--- config.mk ---
export PLATFORM = sky130hd
export DESIGN_NAME = uart_tx_arb
export DESIGN_NICKNAME = d
export VERILOG_FILES = /design/src/rtl/uart_tx_arb.sv
export SDC_FILE = /design/constraint.sdc
export NUM_CORES = 1
export LEC_CHECK = 0
export CELL_PAD_IN_SITES_DETAIL_PLACEMENT = 0
export CELL_PAD_IN_SITES_GLOBAL_PLACEMENT = 1
export CORE_MARGIN = 5
export CORE_UTILIZATION = 34
export DETAILED_ROUTE_END_ITERATION = 7
export GPL_TIMING_DRIVEN = 0
export PLACE_DENSITY = 0.84
export SKIP_CTS_REPAIR_TIMING = 1
export SLEW_MARGIN = 20
export SYNTH_ARGS = -nofsm -noshare
export SYNTH_HDL_FRONTEND = slang
export SYNTH_SLANG_ARGS = --single-unit
--- constraint.sdc ---
create_clock -name clk -period 1.75 [get_ports clk]
set_input_delay 0.525 -clock clk [delete_from_list [all_inputs] [get_ports clk]]
set_output_delay 0.525 -clock clk [all_outputs]
set_load 0.02 [all_outputs]
--- src/rtl/uart_tx_arb.sv ---
// uart_tx_arb: round-robin scheduler sharing one uart_send transmitter
// between N_REQ byte producers. One byte per grant; the frame interval
// is enforced by counting because uart_send exposes no busy flag.

// Per-requester slice: "above pointer" request and the masked id/byte
// this lane contributes when it holds the grant.
module uart_tx_arb_lane #(
  parameter int IDW = 2,
  parameter int IDX = 0
) (
  input  logic [IDW-1:0] last_i,
  input  logic           req_i,
  input  logic           gnt_i,
  input  logic [7:0]     byte_i,
  output logic           req_hi_o,
  output logic [IDW-1:0] id_o,
  output logic [7:0]     byte_o
);
  assign req_hi_o = req_i && (IDW'(IDX) > last_i);
  assign id_o     = gnt_i ? IDW'(IDX) : '0;
  assign byte_o   = gnt_i ? byte_i : 8'h00;
endmodule

module uart_tx_arb #(
  parameter  int CLK_FREQ     = 50_000_000,
  parameter  int UART_BPS     = 115200,
  parameter  int FRAME_BITS   = 10,
  parameter  int GUARD        = 4,
  parameter  int N_REQ        = 4,
  localparam int BPS_CNT      = CLK_FREQ / UART_BPS,
  localparam int FRAME_CYCLES = BPS_CNT * FRAME_BITS + GUARD,
  localparam int IDW          = $clog2(N_REQ),
  localparam int CW           = $clog2(FRAME_CYCLES)
) (
  input  logic               clk,
  input  logic               rst_n,
  input  logic [N_REQ-1:0]   req,
  input  logic [8*N_REQ-1:0] req_data,
  output logic [N_REQ-1:0]   ack,
  output logic               uart_tx_en,
  output logic [7:0]         uart_tx_data,
  output logic [IDW-1:0]     grant_id,
  output logic               busy
);

  if (FRAME_CYCLES < 2) begin : g_chk_frame
    $error("uart_tx_arb: FRAME_CYCLES must be >= 2");
  end
  if (N_REQ < 2 || N_REQ > 8) begin : g_chk_nreq
    $error("uart_tx_arb: N_REQ must be in 2..8");
  end

  typedef enum logic {IDLE, WAIT} state_t;

  state_t             state_q, state_d;
  logic [CW-1:0]      cnt_q, cnt_d;
  logic [IDW-1:0]     last_q, last_d;
  logic [N_REQ-1:0]   ack_q, ack_d;
  logic               en_q, en_d;
  logic [7:0]         data_q, data_d;
  logic [IDW-1:0]     gid_q, gid_d;
  logic               busy_q, busy_d;

  // Arbitration: requests strictly above the pointer win first; otherwise
  // wrap to the lowest request. Lowest set bit isolated by two's complement.
  logic [N_REQ-1:0]            req_hi, pick, gnt;
  logic [N_REQ-1:0][IDW-1:0]   lane_id;
  logic [N_REQ-1:0][7:0]       lane_byte;
  logic [IDW-1:0][N_REQ-1:0]   id_t;
  logic [7:0][N_REQ-1:0]       byte_t;
  logic [IDW-1:0]              win_id;
  logic [7:0]                  win_data;

  assign pick = (|req_hi) ? req_hi : req;
  assign gnt  = pick & (~pick + N_REQ'(1));

  for (genvar j = 0; j < N_REQ; j++) begin : g_lane
    uart_tx_arb_lane #(.IDW(IDW), .IDX(j)) u_lane (
      .last_i   (last_q),
      .req_i    (req[j]),
      .gnt_i    (gnt[j]),
      .byte_i   (req_data[8*j +: 8]),
      .req_hi_o (req_hi[j]),
      .id_o     (lane_id[j]),
      .byte_o   (lane_byte[j])
    );
    for (genvar b = 0; b < IDW; b++) begin : g_id_t
      assign id_t[b][j] = lane_id[j][b];
    end
    for (genvar b = 0; b < 8; b++) begin : g_byte_t
      assign byte_t[b][j] = lane_byte[j][b];
    end
  end

  // Only the granted lane drives non-zero values, so OR-reduction is a mux.
  for (genvar b = 0; b < IDW; b++) begin : g_win_id
    assign win_id[b] = |id_t[b];
  end
  for (genvar b = 0; b < 8; b++) begin : g_win_data
    assign win_data[b] = |byte_t[b];
  end

  // Next state: grant from IDLE loads every output register at once;
  // WAIT counts down the frame interval and ignores requests.
  always_comb begin
    state_d = state_q;
    cnt_d   = cnt_q;
    last_d  = last_q;
    ack_d   = '0;
    en_d    = 1'b0;
    data_d  = data_q;
    gid_d   = gid_q;
    busy_d  = busy_q;
    unique case (state_q)
      IDLE: begin
        busy_d = 1'b0;
        if (|req) begin
          ack_d   = gnt;
          en_d    = 1'b1;
          data_d  = win_data;
          gid_d   = win_id;
          last_d  = win_id;
          busy_d  = 1'b1;
          cnt_d   = CW'(FRAME_CYCLES - 1);
          state_d = WAIT;
        end
      end
      WAIT: begin
        busy_d = 1'b1;
        cnt_d  = cnt_q - CW'(1);
        if (cnt_q == '0) begin
          cnt_d   = '0;
          busy_d  = 1'b0;
          state_d = IDLE;
        end
      end
      default: state_d = IDLE;
    endcase
  end

  // State and output registers; pointer resets so requester 0 goes first.
  always_ff @(posedge clk or negedge rst_n) begin
    if (!rst_n) begin
      state_q <= IDLE;
      cnt_q   <= '0;
      last_q  <= IDW'(N_REQ - 1);
      ack_q   <= '0;
      en_q    <= 1'b0;
      data_q  <= 8'h00;
      gid_q   <= '0;
      busy_q  <= 1'b0;
    end else begin
      state_q <= state_d;
      cnt_q   <= cnt_d;
      last_q  <= last_d;
      ack_q   <= ack_d;
      en_q    <= en_d;
      data_q  <= data_d;
      gid_q   <= gid_d;
      busy_q  <= busy_d;
    end
  end

  assign ack          = ack_q;
  assign uart_tx_en   = en_q;
  assign uart_tx_data = data_q;
  assign grant_id     = gid_q;
  assign busy         = busy_q;

  a_ack_en: assert property (@(posedge clk) disable iff (!rst_n)
    $onehot0(ack_q) && ((|ack_q) == en_q));

endmodule

After elaboration in Yosys (flattened, before gate mapping)
Index checks and enable logic that the tools add are counted.
{ "totals": {"out_inout_bits": 16, "register_bits": 31} }
{ "op_classes": {"bitwise": 3, "order_cmp": 4, "add_sub_neg": 2, "muxes": 17, "eq_ne": 1, "n_reduce_logical": 18} }
{ "op_table": {"columns": ["operator", "n"], "rows": [
  ["OR reduction 4 bit", 10],
  ["two-way mux 8 bit", 4],
  ["two-way mux 13 bit", 2],
  ["case mux 13 bit (2 select lines)", 1],
  ["logical NOT 13 bit", 1],
  ["subtractor 13 x 1 -> 13 bit, second input constant", 1],
  ["two-way mux 4 bit", 3],
  ["OR reduction 3 bit", 2],
  ["adder 4 x 1 -> 4 bit, second input constant", 1],
  ["AND 4 bit", 1],
  ["> comparator 1 x 2 -> 1 bit, first input constant", 2],
  ["> comparator 2 bit, first input constant", 2],
  ["logical AND 1 bit", 4],
  ["two-way mux 1 bit", 4],
  ["two-way mux 2 bit", 2],
  ["inverter 4 bit", 1],
  ["!= test 2 bit, second input constant", 1],
  ["case mux 1 bit (2 select lines)", 1],
  ["AND reduction 2 bit", 1],
  ["inverter 1 bit", 1]
]} }

Logic depth before layout (Yosys ltp)
{ "depth": {"ltp_word": 9, "ltp_mapped": 8, "depth_no_buf": 6} }

By module
Synthesis repeated with hierarchy kept, for this count alone.
{ "hier_totals": {"cells_unflattened": 202, "area_unflattened_um2": 1804.2} }
{ "by_module_without_submodules": {"columns": ["mod", "cells_per_inst", "area_per_inst_um2", "n_inst"], "rows": [
  ["uart_tx_arb", 155, 1503.9, 1],
  ["uart_tx_arb_lane at g_lane[0].u_lane ...", 12, 76.3, 2],
  ["uart_tx_arb_lane at g_lane[2].u_lane", 12, 75.1, 1],
  ["uart_tx_arb_lane at g_lane[3].u_lane", 11, 72.6, 1]
]} }

Worst setup path before layout
OpenSTA, ideal clock, no wires.
{ "synth_timing": {"path_kind": "input to register", "startpoint": "in req[3]", "endpoint": "reg gid_q[0] (netlist: grant_id[0])", "setup_time_ns": 0.119, "path_buffers": 2, "cell_stages": 6, "path_slack_ns": 0.078, "arrival_time_ns": 1.553, "path_cell_list": "buf_2 > o21ai_1 > a32o_1 > buf_6 > or3_1 > o21a_1"} }
{ "synth_via": {"elab_chain_len": 8, "word_cells_on_any_way": 11} }
{ "synth_rtl": {"columns": ["item", "line_no", "source"], "rows": [
  ["start: declaration", "37", "input logic [N_REQ-1:0] req,"],
  ["logical AND 1 bit", "19", "assign req_hi_o = req_i && (IDW'(IDX) > last_i);"],
  ["OR reduction 4 bit", "74", "assign pick = (|req_hi) ? req_hi : req;"],
  ["two-way mux 4 bit", "74", null],
  ["inverter 4 bit", "75", "assign gnt = pick & (~pick + N_REQ'(1));"],
  ["adder 4 x 1 -> 4 bit", "75", null],
  ["AND 4 bit", "75", null],
  ["two-way mux 1 bit / two-way mux 2 bit (equally long branches)", "20", "assign id_o = gnt_i ? IDW'(IDX) : '0;"],
  ["OR reduction 3 bit", "97", "assign win_id[b] = |id_t[b];"],
  ["end signal: assignment", "159", "gid_q <= gid_d;"],
  ["end: declaration", "61", "logic [IDW-1:0] gid_q, gid_d;"]
]} }
Several ways; a longest one is shown, not always the timed one.
A chain may end at the register's enable or synchronous reset.

Worst setup path after layout
{ "layout_timing": {"startpoint": "reg last_q[0]", "endpoint": "reg gid_q[0] (netlist: grant_id[0])"} }
{ "layout_via": {"elab_chain_len": 9, "word_cells_on_any_way": 16} }
{ "layout_rtl": {"columns": ["item", "line_no", "source"], "rows": [
  ["start: declaration", "57", "logic [IDW-1:0] last_q, last_d;"],
  ["start signal: assignment", "146", "last_q <= IDW'(N_REQ - 1);"],
  ["start signal: assignment", "155", "last_q <= last_d;"],
  ["> comparator 1 x 2 -> 1 bit / > comparator 2 bit (equally long branches)", "19", null],
  ["logical AND 1 bit", "19", null],
  ["OR reduction 4 bit", "74", null],
  ["two-way mux 4 bit (*)", "74", null],
  ["inverter 4 bit", "75", null],
  ["adder 4 x 1 -> 4 bit", "75", null],
  ["AND 4 bit (*)", "75", null],
  ["two-way mux 1 bit / two-way mux 2 bit (equally long branches)", "20", null],
  ["OR reduction 3 bit (*)", "97", null]
]} }
Every way passes the cells marked *; elsewhere a longest branch is shown, timed or not.

==> results.md <==
- floorplan die area: 6520 um^2
- Root Driver: sky130_fd_sc_hd__clkbuf_8
- launching element of the worst setup path: last_q[0]
- Worst Path Max Fanout: 10
- clock insertion delay at the later pin of the skew report: 280 ps
- layout cells sized above 1: 13.8%
- prevailing post-synth register cell: sky130_fd_sc_hd__dfrtp_1
- fraction of the yosys area taken by sequential cells: 45.8%
- flip-flop and latch count after synthesis: 31
- CP Data Arrival Time: 1850 ps
- category of the worst setup path launch point: register
- diode insertion count for antenna repair: 0
- Core ar.: 4790 um^2
- LEAKAGE: 0.00114 uW
- count of vias placed by the detailed router: 1,674
- Post-Synthesis Cell Area: 1700 um^2
- worst r2r path cells: 5
- most area-consuming cells after synthesis: sky130_fd_sc_hd__dfrtp_1 (43%), sky130_fd_sc_hd__a41oi_1 (5.7%), sky130_fd_sc_hd__nor2_1 (4.6%), sky130_fd_sc_hd__a31oi_1 (4.4%), sky130_fd_sc_hd__a32oi_1 (4.1%)
- number of synthesized flops with an enable pin: 0
- num ports: 54
- Worst Skew: 4.84 ps
- number of violations reported at the end of detailed-routing iteration 0: 112
- via count of the first global-routing pass: 1,649
- worst max-slew margin expressed relative to the limit: 54.7%
- number of buffers created by CTS: 5
- fin. max-slew vios: 0
- initial antenna violation count: 0
- required time of the critical path: 1930 ps
- most frequent standard cell in the layout excluding fill and tap cells: sky130_fd_sc_hd__clkdlybuf4s50_1
- PwrDens: 1020 nW/um^2
- number of nets produced by synthesis: 224
- number of buffers on the longest clock path: 2
- number of sinks on the clock net: 31
- final critical-path required period: 1670 ps
- peak supply drop: 0.432 mV
- DPL Wire Length: 3440 um
- via density per instance: 5.35
- routed wire length: 4780 um
- R2R Setup Slk: 80 ps
- number of distinct standard cells referenced by the synthesized netlist: 42
- type of the worst min-delay path: input pin to async pin
- global-route usage over all layers: 15.3%
- remaining design rule violation count: 0
- FF-to-FF Start: last_q[0]
- final weighted congestion in routability-driven placement: 0.850
- critical path endpoint category: register
- maximum number of pins on one net before global-route repair: 32
- last element of the critical path: grant_id[0]
- standard-cell row count: 25
- setup repair after global routing missed its margin: no
- area added between synthesis and finish: 47.0%
- placed cell area: 2300 um^2
- port bufs: 52
- vertical die dimension: 80.7 um
- horizontal die dimension: 80.7 um
- Filler Cells Inserted: 462
- cell type with the largest total area after synthesis: sky130_fd_sc_hd__dfrtp_1
- worst-case setup slack after placement: -667 ps
- NumNets Final: 284
- mean instance size in the synthesized netlist: 9.19 um^2
- total non-filler cell area in the finished layout: 2500 um^2
- CTS H-Tree Depth: 2
- run status: finished clean
- commonest cells after routing, fill and taps aside: sky130_fd_sc_hd__clkdlybuf4s50_1 (32), sky130_fd_sc_hd__dfrtp_1 (29), sky130_fd_sc_hd__nor2_1 (21)
- global-route wire length before repair: 7670 um
- max-cap viol count: 0
- final critical-path setup slack: 78.3 ps
- Least-Margin Pin Slew: 679 ps
- number of synthesis warnings: 0
- area share of the leading cell type in the synthesized netlist: 42.7%
- Initial Utilization: 35.5%
- TritonCTS clock tree: built
- remaining antenna violation count after routing: 0
- Max Clock Freq: 598 MHz
- wire length per cell after detailed routing: 15.3 um
- Hold WS: 276 ps
- cell count after synthesis: 185
- GRT Residual Overflow: 0
- # setup viols final: 0
- period utilisation layout: 95.5%
- reg-to-reg endpoint: grant_id[0]
- clock-pin slew reported for the worst setup and hold paths after clock tree synthesis: 70 ps
- number of hold violations in the final report: 0
- Setup CP Type: register to register
- Async SR Flop Fraction: 100%
- TritonRoute pass-1 iters: 4
## synth_stat cells (all sizes together), types with 3 or more instances
library cell  number
a32oi              8
buf                9
nand2             16
clkbuf             3
nor4               3
nand4              4
and2               3
nor2              21
nor2b              4
dfrtp             29
nand3              6
o21ai              5
a21oi             11
a31oi             12
inv                9
or3                4
a41oi             11
## metrics by stage
stage / utilization [%] / setup TNS [ps] / std cells / power, uW
final: 52.2 / 0 / 313 / 2540
after global placement: 48.2 / -26470 / 304 / 1960
after detailed placement: 48.1 / -14140 / 304 / 1980
after global routing: 52.2 / 0 / 313 / 2720
after CTS: 49.8 / -6320 / 312 / 2530
after floorplan: - / 0 / 185 / 1590
## state kept, by name, summed over array words and instances (netlist names)
name	cells
uart_tx_data	8
busy	1
uart_tx_en	1
cnt_q	13
last_q	2
grant_id	2
ack	4
## final cells by class
| type | instances | area (um^2) | share of cell area [%] |
|---|---|---|---|
| repair buffers | 55 | 583 | 23.3 |
| inverters | 9 | 36.3 | 1.45 |
| well taps | 67 | 83.8 | 3.35 |
| clock buffers | 6 | 72.6 | 2.90 |
| multi-input cells | 133 | 862 | 34.5 |
| plain buffers | 10 | 71.3 | 2.85 |
| clock inverters | 2 | 12.5 | 0.501 |
| flip-flops and latches | 31 | 778 | 31.1 |
## power by group
group,switching [uW],internal [uW]
combinational,494,424
sequential,177,899
clock,270,277
## worst min-delay path by stage
stage,from,end,slack [ps],cells after the start
finish,rst_n,cnt_q[5],280,1
global route,rst_n,cnt_q[5],350,1
CTS,rst_n,cnt_q[5],310,1
detailed placement,grant_id[0],grant_id[0],480,1
global placement,grant_id[0],grant_id[0],470,1
floorplan,rst_n,ack[0],230,0
## routing by layer
metal | global-route usage (%) | wire length (um) | vias up
li1 | - | - | 822
met1 | 19.9 | 2020 | 787
met2 | 24.3 | 2300 | 56
met3 | 4.48 | 373 | 9
met4 | 5.41 | 76 | 0
met5 | 0 | 0 | -
## critical path, stage by stage, from the launching register on
cell                      delay, ps
sky130_fd_sc_hd__dfstp_2        590
sky130_fd_sc_hd__inv_1          100
sky130_fd_sc_hd__a32o_1         260
sky130_fd_sc_hd__buf_6          140
sky130_fd_sc_hd__or3_4          370
sky130_fd_sc_hd__o21a_1         110
## kinds of logic after synthesis
kind of cell / synth area share, %
and+or+nand+nor: 20.6
AOI/OAI and AO/OA: 25.8
DFF: 45.8
buffers and inverters: 6.48
muxes: 0.589
adders and majority gates: 0.736
Power figures use the tool's default switching activity.
